$ cat src/rtl/nes_video_timing_gen_if.sv
// Signal bundle between the raster timing generator and its PPU/display consumers.
// The generator side uses the master modport; test_pattern_in exists only with NES_VIDEO_TEST_PATTERN_EN.
interface nes_video_timing_gen_if;
    logic       en;
    logic [5:0] sys_palette_idx_in;
`ifdef NES_VIDEO_TEST_PATTERN_EN
    logic       test_pattern_in;
`endif
    logic       hsync;
    logic       vsync;
    logic [2:0] r_out;
    logic [2:0] g_out;
    logic [1:0] b_out;
    logic [9:0] nes_x_out;
    logic [9:0] nes_y_out;
    logic [9:0] nes_y_next_out;
    logic       pix_pulse_out;
    logic       vblank_out;
    logic       frame_start_out;

`ifdef NES_VIDEO_TEST_PATTERN_EN
    modport master (
        input  en, sys_palette_idx_in, test_pattern_in,
        output hsync, vsync, r_out, g_out, b_out,
        output nes_x_out, nes_y_out, nes_y_next_out,
        output pix_pulse_out, vblank_out, frame_start_out
    );
    modport slave (
        output en, sys_palette_idx_in, test_pattern_in,
        input  hsync, vsync, r_out, g_out, b_out,
        input  nes_x_out, nes_y_out, nes_y_next_out,
        input  pix_pulse_out, vblank_out, frame_start_out
    );
`else
    modport master (
        input  en, sys_palette_idx_in,
        output hsync, vsync, r_out, g_out, b_out,
        output nes_x_out, nes_y_out, nes_y_next_out,
        output pix_pulse_out, vblank_out, frame_start_out
    );
    modport slave (
        output en, sys_palette_idx_in,
        input  hsync, vsync, r_out, g_out, b_out,
        input  nes_x_out, nes_y_out, nes_y_next_out,
        input  pix_pulse_out, vblank_out, frame_start_out
    );
`endif
endinterface

$ cat src/rtl/nes_video_timing_gen.sv
// NES PPU raster timing generator: pixel divider, h/v counters, registered sync and RGB332 palette output.
// Optional NES_VIDEO_TEST_PATTERN_EN adds test_pattern_in, which replaces the palette index with colour bars.
module nes_video_timing_gen #(
    parameter int H_ACTIVE = 256,
    parameter int H_FP     = 16,
    parameter int H_SYNC   = 32,
    parameter int H_BP     = 48,
    parameter int V_ACTIVE = 240,
    parameter int V_FP     = 3,
    parameter int V_SYNC   = 4,
    parameter int V_BP     = 15,
    parameter int PIX_DIV  = 4,
    parameter int SYNC_POL = 0
) (
    input logic                    clk,
    input logic                    rst,
    nes_video_timing_gen_if.master vid
);
    localparam int H_TOTAL = H_ACTIVE + H_FP + H_SYNC + H_BP;
    localparam int V_TOTAL = V_ACTIVE + V_FP + V_SYNC + V_BP;

    localparam logic [9:0]  H_LAST   = 10'(H_TOTAL - 1);
    localparam logic [9:0]  V_LAST   = 10'(V_TOTAL - 1);
    localparam logic [3:0]  DIV_LAST = 4'(PIX_DIV - 1);
    // Window bounds are 11 bits so an end bound of exactly 1024 still compares correctly.
    localparam logic [10:0] H_ACT_END = 11'(H_ACTIVE);
    localparam logic [10:0] HS_BEG    = 11'(H_ACTIVE + H_FP);
    localparam logic [10:0] HS_END    = 11'(H_ACTIVE + H_FP + H_SYNC);
    localparam logic [10:0] V_ACT_END = 11'(V_ACTIVE);
    localparam logic [10:0] VS_BEG    = 11'(V_ACTIVE + V_FP);
    localparam logic [10:0] VS_END    = 11'(V_ACTIVE + V_FP + V_SYNC);
    localparam logic        SYNC_ON   = (SYNC_POL != 0);

    logic [3:0] div_cnt;
    logic [9:0] h_cnt;
    logic [9:0] v_cnt;
    logic [7:0] rgb_q;
    logic       hsync_q;
    logic       vsync_q;

    logic        pix_pulse;
    logic        h_last;
    logic        v_last;
    logic [10:0] h_ext;
    logic [10:0] v_ext;
    logic        active;
    logic        hs_act;
    logic        vs_act;
    logic [5:0]  pal_idx;
    logic [7:0]  pal_rgb;

    function automatic logic [7:0] nes_lut(input logic [5:0] idx);
        logic [7:0] c;
        case (idx)
            6'h00: c = {3'd3, 3'd3, 2'd1};
            6'h01: c = {3'd0, 3'd0, 2'd2};
            6'h02: c = {3'd0, 3'd0, 2'd2};
            6'h03: c = {3'd2, 3'd0, 2'd2};
            6'h04: c = {3'd4, 3'd0, 2'd1};
            6'h05: c = {3'd5, 3'd0, 2'd0};
            6'h06: c = {3'd5, 3'd0, 2'd0};
            6'h07: c = {3'd3, 3'd1, 2'd0};
            6'h08: c = {3'd2, 3'd2, 2'd0};
            6'h09: c = {3'd0, 3'd3, 2'd0};
            6'h0A: c = {3'd0, 3'd3, 2'd0};
            6'h0B: c = {3'd0, 3'd3, 2'd0};
            6'h0C: c = {3'd0, 3'd2, 2'd1};
            6'h10: c = {3'd5, 3'd5, 2'd2};
            6'h11: c = {3'd0, 3'd3, 2'd3};
            6'h12: c = {3'd1, 3'd2, 2'd3};
            6'h13: c = {3'd4, 3'd1, 2'd3};
            6'h14: c = {3'd6, 3'd0, 2'd2};
            6'h15: c = {3'd7, 3'd0, 2'd1};
            6'h16: c = {3'd6, 3'd1, 2'd0};
            6'h17: c = {3'd5, 3'd2, 2'd0};
            6'h18: c = {3'd4, 3'd3, 2'd0};
            6'h19: c = {3'd0, 3'd5, 2'd0};
            6'h1A: c = {3'd0, 3'd5, 2'd0};
            6'h1B: c = {3'd0, 3'd5, 2'd1};
            6'h1C: c = {3'd0, 3'd4, 2'd2};
            6'h20: c = {3'd7, 3'd7, 2'd3};
            6'h21: c = {3'd2, 3'd5, 2'd3};
            6'h22: c = {3'd4, 3'd4, 2'd3};
            6'h23: c = {3'd6, 3'd3, 2'd3};
            6'h24: c = {3'd7, 3'd3, 2'd3};
            6'h25: c = {3'd7, 3'd3, 2'd2};
            6'h26: c = {3'd7, 3'd4, 2'd1};
            6'h27: c = {3'd7, 3'd5, 2'd0};
            6'h28: c = {3'd6, 3'd6, 2'd0};
            6'h29: c = {3'd4, 3'd7, 2'd0};
            6'h2A: c = {3'd2, 3'd7, 2'd1};
            6'h2B: c = {3'd2, 3'd7, 2'd2};
            6'h2C: c = {3'd0, 3'd7, 2'd3};
            6'h30: c = {3'd7, 3'd7, 2'd3};
            6'h31: c = {3'd5, 3'd6, 2'd3};
            6'h32: c = {3'd6, 3'd6, 2'd3};
            6'h33: c = {3'd7, 3'd6, 2'd3};
            6'h34: c = {3'd7, 3'd5, 2'd3};
            6'h35: c = {3'd7, 3'd6, 2'd3};
            6'h36: c = {3'd7, 3'd6, 2'd2};
            6'h37: c = {3'd7, 3'd7, 2'd2};
            6'h38: c = {3'd7, 3'd7, 2'd1};
            6'h39: c = {3'd6, 3'd7, 2'd1};
            6'h3A: c = {3'd5, 3'd7, 2'd2};
            6'h3B: c = {3'd5, 3'd7, 2'd3};
            6'h3C: c = {3'd5, 3'd7, 2'd3};
            // x0D..x0F of every row are the black/reserved entries
            default: c = 8'h00;
        endcase
        return c;
    endfunction

    assign pix_pulse = vid.en && (div_cnt == DIV_LAST);
    assign h_last    = (h_cnt == H_LAST);
    assign v_last    = (v_cnt == V_LAST);
    assign h_ext     = {1'b0, h_cnt};
    assign v_ext     = {1'b0, v_cnt};

    assign active = (h_ext < H_ACT_END) && (v_ext < V_ACT_END);
    assign hs_act = (h_ext >= HS_BEG) && (h_ext < HS_END);
    assign vs_act = (v_ext >= VS_BEG) && (v_ext < VS_END);

`ifdef NES_VIDEO_TEST_PATTERN_EN
    // 32-pixel-wide bars walking the 0x10..0x17 palette row
    assign pal_idx = vid.test_pattern_in ? {3'b010, h_cnt[7:5]} : vid.sys_palette_idx_in;
`else
    assign pal_idx = vid.sys_palette_idx_in;
`endif
    assign pal_rgb = nes_lut(pal_idx);

    always_ff @(posedge clk) begin
        if (rst) begin
            div_cnt <= '0;
            h_cnt   <= '0;
            v_cnt   <= '0;
            rgb_q   <= '0;
            hsync_q <= ~SYNC_ON;
            vsync_q <= ~SYNC_ON;
        end else if (pix_pulse) begin
            div_cnt <= '0;
            h_cnt   <= h_last ? 10'd0 : h_cnt + 10'd1;
            if (h_last)
                v_cnt <= v_last ? 10'd0 : v_cnt + 10'd1;
            // Outputs sample the slot just finishing, so colour and sync lag the counters by one pixel together.
            rgb_q   <= active ? pal_rgb : 8'h00;
            hsync_q <= hs_act ? SYNC_ON : ~SYNC_ON;
            vsync_q <= vs_act ? SYNC_ON : ~SYNC_ON;
        end else if (vid.en) begin
            div_cnt <= div_cnt + 4'd1;
        end
    end

    assign vid.hsync           = hsync_q;
    assign vid.vsync           = vsync_q;
    assign vid.r_out           = rgb_q[7:5];
    assign vid.g_out           = rgb_q[4:2];
    assign vid.b_out           = rgb_q[1:0];
    assign vid.nes_x_out       = h_cnt;
    assign vid.nes_y_out       = v_cnt;
    assign vid.nes_y_next_out  = v_last ? 10'd0 : v_cnt + 10'd1;
    assign vid.pix_pulse_out   = pix_pulse;
    assign vid.vblank_out      = (v_ext >= V_ACT_END);
    assign vid.frame_start_out = pix_pulse && h_last && v_last;
endmodule

$ cat src/flat_wrapper.sv
// flat-port wrapper written by rule: the top's interface ports become plain ports
module nes_video_timing_gen_flat 
#(
    parameter int H_ACTIVE = 256,
    parameter int H_FP     = 16,
    parameter int H_SYNC   = 32,
    parameter int H_BP     = 48,
    parameter int V_ACTIVE = 240,
    parameter int V_FP     = 3,
    parameter int V_SYNC   = 4,
    parameter int V_BP     = 15,
    parameter int PIX_DIV  = 4,
    parameter int SYNC_POL = 0
)
  (clk, rst, vid_en, vid_sys_palette_idx_in, vid_hsync, vid_vsync, vid_r_out, vid_g_out, vid_b_out, vid_nes_x_out, vid_nes_y_out, vid_nes_y_next_out, vid_pix_pulse_out, vid_vblank_out, vid_frame_start_out);
  nes_video_timing_gen_if vid_i ();
  input logic clk;
  input logic rst;
  input wire logic [$bits(vid_i.en)-1:0] vid_en;
  input wire logic [$bits(vid_i.sys_palette_idx_in)-1:0] vid_sys_palette_idx_in;
  output wire logic [$bits(vid_i.hsync)-1:0] vid_hsync;
  output wire logic [$bits(vid_i.vsync)-1:0] vid_vsync;
  output wire logic [$bits(vid_i.r_out)-1:0] vid_r_out;
  output wire logic [$bits(vid_i.g_out)-1:0] vid_g_out;
  output wire logic [$bits(vid_i.b_out)-1:0] vid_b_out;
  output wire logic [$bits(vid_i.nes_x_out)-1:0] vid_nes_x_out;
  output wire logic [$bits(vid_i.nes_y_out)-1:0] vid_nes_y_out;
  output wire logic [$bits(vid_i.nes_y_next_out)-1:0] vid_nes_y_next_out;
  output wire logic [$bits(vid_i.pix_pulse_out)-1:0] vid_pix_pulse_out;
  output wire logic [$bits(vid_i.vblank_out)-1:0] vid_vblank_out;
  output wire logic [$bits(vid_i.frame_start_out)-1:0] vid_frame_start_out;
  assign vid_i.en = vid_en;
  assign vid_i.sys_palette_idx_in = vid_sys_palette_idx_in;
  assign vid_hsync = vid_i.hsync;
  assign vid_vsync = vid_i.vsync;
  assign vid_r_out = vid_i.r_out;
  assign vid_g_out = vid_i.g_out;
  assign vid_b_out = vid_i.b_out;
  assign vid_nes_x_out = vid_i.nes_x_out;
  assign vid_nes_y_out = vid_i.nes_y_out;
  assign vid_nes_y_next_out = vid_i.nes_y_next_out;
  assign vid_pix_pulse_out = vid_i.pix_pulse_out;
  assign vid_vblank_out = vid_i.vblank_out;
  assign vid_frame_start_out = vid_i.frame_start_out;
  nes_video_timing_gen #(.H_ACTIVE(H_ACTIVE), .H_FP(H_FP), .H_SYNC(H_SYNC), .H_BP(H_BP), .V_ACTIVE(V_ACTIVE), .V_FP(V_FP), .V_SYNC(V_SYNC), .V_BP(V_BP), .PIX_DIV(PIX_DIV), .SYNC_POL(SYNC_POL)) u_core (.clk(clk), .rst(rst), .vid(vid_i));
endmodule
$ cat config.mk
export PLATFORM = sky130hd
export DESIGN_NAME = nes_video_timing_gen_flat
export DESIGN_NICKNAME = d
export VERILOG_FILES = /design/src/rtl/nes_video_timing_gen_if.sv /design/src/rtl/nes_video_timing_gen.sv /design/src/flat_wrapper.sv
export SDC_FILE = /design/constraint.sdc
export NUM_CORES = 1
export LEC_CHECK = 0
export CAP_MARGIN = 20
export CORE_ASPECT_RATIO = 1.75
export CORE_UTILIZATION = 55
export DETAILED_ROUTE_END_ITERATION = 16
export PLACE_DENSITY_LB_ADDON = 0.05
export SETUP_SLACK_MARGIN = 0.3
export SYNTH_ARGS = -nofsm -noshare
export SYNTH_HDL_FRONTEND = slang
export SYNTH_SLANG_ARGS = --single-unit
$ cat constraint.sdc
create_clock -name clk -period 6.61 [get_ports clk]
set_clock_uncertainty 0.2 [all_clocks]
set_input_delay 1.322 -clock clk [delete_from_list [all_inputs] [get_ports clk]]
set_output_delay 1.322 -clock clk [all_outputs]
set_load 0.02 [all_outputs]
# ---- Word-level counts from Yosys, hierarchy flattened
# Memories as Yosys holds them, arrays and structs flattened.
# Index checks and enable logic that the tools add are counted.
dict set report classes {
  n_addsub 3
  reduce_logical 8
  muxes 5
  order_cmp 7
  n_eq_ne 3
}
# operator count
set ops {}
lappend ops {{adder 10 x 1 -> 10 bit (second input constant)} 2}
lappend ops {{equality test 10 x 9 -> 1 bit (second input constant)} 2}
lappend ops {{greater-or-equal comparator 10 x 8 -> 1 bit (second input constant)} 2}
lappend ops {{< comparator 10 x 8 -> 1 bit (second input constant)} 2}
lappend ops {{< comparator 10 x 9 -> 1 bit (second input constant)} 2}
lappend ops {{two-way mux 10 bit} 2}
lappend ops {{greater-or-equal comparator 10 x 9 -> 1 bit (second input constant)} 1}
lappend ops {{two-way mux 8 bit} 1}
lappend ops {{logical AND 1 bit} 6}
lappend ops {{adder 4 x 1 -> 4 bit (second input constant)} 1}
lappend ops {{equality test 4 x 2 -> 1 bit (second input constant)} 1}
lappend ops {{two-way mux 1 bit} 2}
lappend ops {{AND reduction 2 bit} 1}
lappend ops {{OR reduction 2 bit} 1}
dict set report totals {
  romBits 512
  memories 1
  in_bits 9
  ff_bits 34
  out_inout_bits 43
  wordCells 33
}
# memory depth width rd rd_ports_with_merged_regs wr line_no
set memory_table {}
lappend memory_table {{(no name shown)} 64 8 1 0 0 nes_video_timing_gen.sv:54} ;# case (idx)

# ---- Depth between registers and ports, before layout
dict set report logic_depth {
  word_depth 4
  mapped_depth 8
  mapped_depth_nobuf 6
}

# ---- Worst setup path after synthesis
# No wires, ideal clock.
dict set report synth_path {
  kind {input to output}
  from {input vid_en}
  to {output vid_frame_start_out}
  path_stages 4
  path_buffers 1
  required_ps 5088
  setup_slack_ps 2661
  arrival_time_ps 2427
  path_cell_list {nand4bb_1 or4_4 buf_6 nor2_1}
}
dict set report synth_between {
  elab_chain_len 3
}
# element line_no
set synth_lines {}
lappend synth_lines {{start: declaration} flat_wrapper.sv:19} ;# input wire logic [$bits(vid_i.en)-1:0] vid_en;
lappend synth_lines {{logical AND 1 bit} nes_video_timing_gen.sv:113} ;# assign pix_pulse = vid.en && (div_cnt == DIV_LAST);
lappend synth_lines {{logical AND 1 bit (2 in a row)} nes_video_timing_gen.sv:163} ;# assign vid.frame_start_out = pix_pulse && h_last && v_last;
lappend synth_lines {{end: declaration} flat_wrapper.sv:31} ;# output wire logic [$bits(vid_i.frame_start_out)-1:0] vid_frame_start_out;
# Every way passes these cells.

# ---- Worst setup path in the final report
# Same ends and word-level chain as after synthesis.

==> impl_results.md <==
- Startpoint Class: input pin
- Critical path class: input pin to output pin
- Crit path launch: vid_en
- Via density: 6.16
- Placer Congestion: slightly below 0.9
- CTS root buf: clkbuf_8
- Worst flop-to-flop path endpoint: u_core.vid.nes_y_out[3]$_SDFFE_PP0P_
- CTS Sinks: 34
- Diode count: 0
- Critical Path Most Common Cell: clkdlybuf4s50_1
- Finish-stage setup viols: 0
- Max_cap viols: 0
- Mapped Cells: between 200 and 300
- Final Hold Viols: 0
- I/O pins: between 50 and 60
- Number of enable flip-flop cells after synthesis: 0
- Hold Crit Class: flip-flop to flip-flop
- RSZ-0062 raised after global routing: false
- Max incr delay on CP: 0.61 ns
- Arr. time, crit path: 3.54 ns
- Hold path cells: 2
- Critical-path maximum fanout: 12
- Status: finished, final reports clean
- Hold path start: u_core.rgb_q[5]$_SDFFE_PP0P_
- Largest net degree at the start of global routing: 24
- Synth area leaders: dfxtp_1 (29%), ha_1 (6.9%), xnor2_1 (4.5%)
- Post-route antenna net violation count: 0
- Routed wire length: ~6300 µm
- Worst Hold End: u_core.rgb_q[5]$_SDFFE_PP0P_
- Cell Pwr Density: about 140 nW/µm²
- Most frequent cell after synthesis: dfxtp_1
- Syn nets: 317
- Pins Over Slew Limit: 0
- Sequential cell area: 681 µm²
- Cell Chain, Critical Path: clkdlybuf4s50_1 > nand4bb_1 > buf_4 > or4_4 > nor2_1 > clkdlybuf4s50_1
- Avg Inst Size Synth: between 7 and 8 µm²
- Core area: roughly 4100 µm²
- Routed wire per std cell: 16.4 µm
- Overall power: about 0.42 mW
- RR Startpoint: u_core.vid.nes_x_out[1]$_SDFFE_PP0P_
- 1st-iter DRT viols: 88
- Crit share post-route: 0.766
- Area delta synth->final: 25.5%
- Tot GR Track Use: 0.301
- I/O Buffers: just over 50
- Global-route wire length before repair: 10300 µm
- Peak Freq: a little under 200 MHz
- Slew of the pin with the lowest slew margin: 1.00 ns
- Num rows: 31
- Data required, critical path: 5.09 ns
- Seq/Total Area, Yosys: 0.288
- Initial Utilization: 0.574
- Hold buffers post-CTS: 0
- Count of cell types in the netlist: 62
- Routed vias: between 2000 and 2500
- Die H: 88.7 µm
- Fillers: between 300 and 400
- Setup TNS after final layout: 0 ns
- Crit path max-delay family: buffers and inverters
- Reg2reg setup slack: ~4.1 ns
- Layout cells sized above 1: 0.0413
- Worst IR drop on VDD: 141 µV
- Yosys top cell area share: 0.288
- Die area: about 4600 µm²
- Post-synth ARST share: 0
- Vias in the first global route: around 2300
- Die width: between 50 and 60 µm
- Post-cts repair resize count: 0
- Seq cells post-synth: 34
- H-Tree Depth: 2
- Cell leakage power: about 1.1 nW
- Area of the multi-input gates: around 1600 µm²
- Total CTS buffers: 5
- Critical Path End Type: output pin
- Top post-synthesis cells by count: dfxtp_1 (34), nor2_1 (26), nand2_1 (24)
- Nets: 360
- CTS tree: built
- Post-CTS setup buffer count: 0
- Gr ovfl total: 0
- Buf/Inv on CP: 3
- Synth area leader: dfxtp_1
- Pre-antenna DRT Iters: 4
- Synth Flop Type: dfxtp_1
- Max-slew headroom: 0.326
- Initial antenna violation count: 0
- Skew-Pair Late Insertion Delay: around 0.28 ns
- Syn. warnings: 0
- Clk slew on worst S/H paths: ~0.060 ns
- Dpl hpwl: between 4000 and 5000 µm
- Crit path time final: approximately 5.1 ns
- Slowest stage cell, crit path: or4_4
- Worst reg-to-reg path cell count: 5
- Residual DRC count: 0
- Mapped Area: ~2400 µm²
- Clock Path Buffers: 2
[cell usage in the layout, fill, tap and decap left out, types with 6 or more instances in the layout]
cell and n:
clkdlybuf4s50_1 51, xor2_1 7, clkbuf_8 6, a21oi_1 16, dfxtp_1 34, nor2b_1 8
nand4_1 7, nand2_1 24, or3_1 7, nand3_1 10, inv_1 12, o21ai_0 14
nand2b_1 6, nor2_1 26, ha_1 13, xnor2_1 12, and2_1 6
[where the power goes]
part	leakage (nW)	internal [mW]	switching (mW)	total, mW
clock	0.0482	0.0840	0.0735	0.158
combinational	0.732	0.0232	0.0352	0.0584
sequential	0.274	0.207	0.00173	0.209
[final cells by class]
cell class	count	share of cell area
Timing Repair Buffer	52	0.175
Clock inverter	1	0.00169
Tap cell	49	0.0207
Sequential cell	34	0.230
Multi-Input combinational cell	231	0.526
Clock buffer	7	0.0292
Inverter	14	0.0178
[layer usage]
layer / GRT usage / part of all wire / vias to the layer above
met1: 0.261 / 0.35 / 1107
li1: - / - / 1166
met4: 0.214 / 0.063 / 0
met5: 0 / 0 / -
met3: 0.0481 / 0.033 / 27
met2: 0.590 / 0.55 / 89
[worst max path at each step]
| stage | to | depth (start not counted) | slack [ns] |
|---|---|---|---|
| final | vid_frame_start_out | 6 | 1.55 |
| after floorplan | vid_frame_start_out | 4 | 2.66 |
| after global placement | vid_frame_start_out | 6 | 1.57 |
| after global routing | vid_frame_start_out | 6 | 1.43 |
| after detailed placement | vid_frame_start_out | 6 | 1.55 |
| after CTS | vid_frame_start_out | 6 | 1.55 |
[registers in the layout (all words and copies together) (netlist names)]
signal,cells
u_core.vid.nes_x_out,10
u_core.vid.nes_y_out,10
u_core.rgb_q,8
u_core.div_cnt,4
u_core.vid.hsync,1
u_core.vid.vsync,1
[worst min-delay path, stage by stage (launching register included)]
cell,delay (ns)
dfxtp_1,0.33
nand2_1,0.04
o21ai_0,0.06
[logic make-up (layout without fill, tap and decap cells)]
group / after synthesis / in the layout / share of synthesized area
AO/OA/AOI/OAI: 71 / 71 / 0.208
AND/OR/NAND/NOR: 122 / 122 / 0.281
adder cells (fa/ha/maj): 14 / 14 / 0.0732
buffers and inverters: 30 / 74 / 0.0520
XOR/XNOR: 19 / 19 / 0.0705
flip-flops: 34 / 34 / 0.288
multiplexers: 5 / 5 / 0.0265
[per-stage QoR]
stage / instances / instance area (µm²) / util / hold slack [ns] / setup WS [ns]
2_1_floorplan: 295 / 2360 / - / 0.272 / 2.66
3_3_place_gp: 380 / 2870 / 0.698 / 0.242 / 1.57
3_5_place_dp: 380 / 2870 / 0.698 / 0.256 / 1.55
4_1_cts: 388 / 2960 / 0.720 / 0.272 / 1.55
5_1_grt: 388 / 2960 / 0.720 / 0.294 / 1.43
6_report: 388 / 2960 / 0.720 / 0.260 / 1.55
No activity file was read; power rests on OpenSTA's default activity.
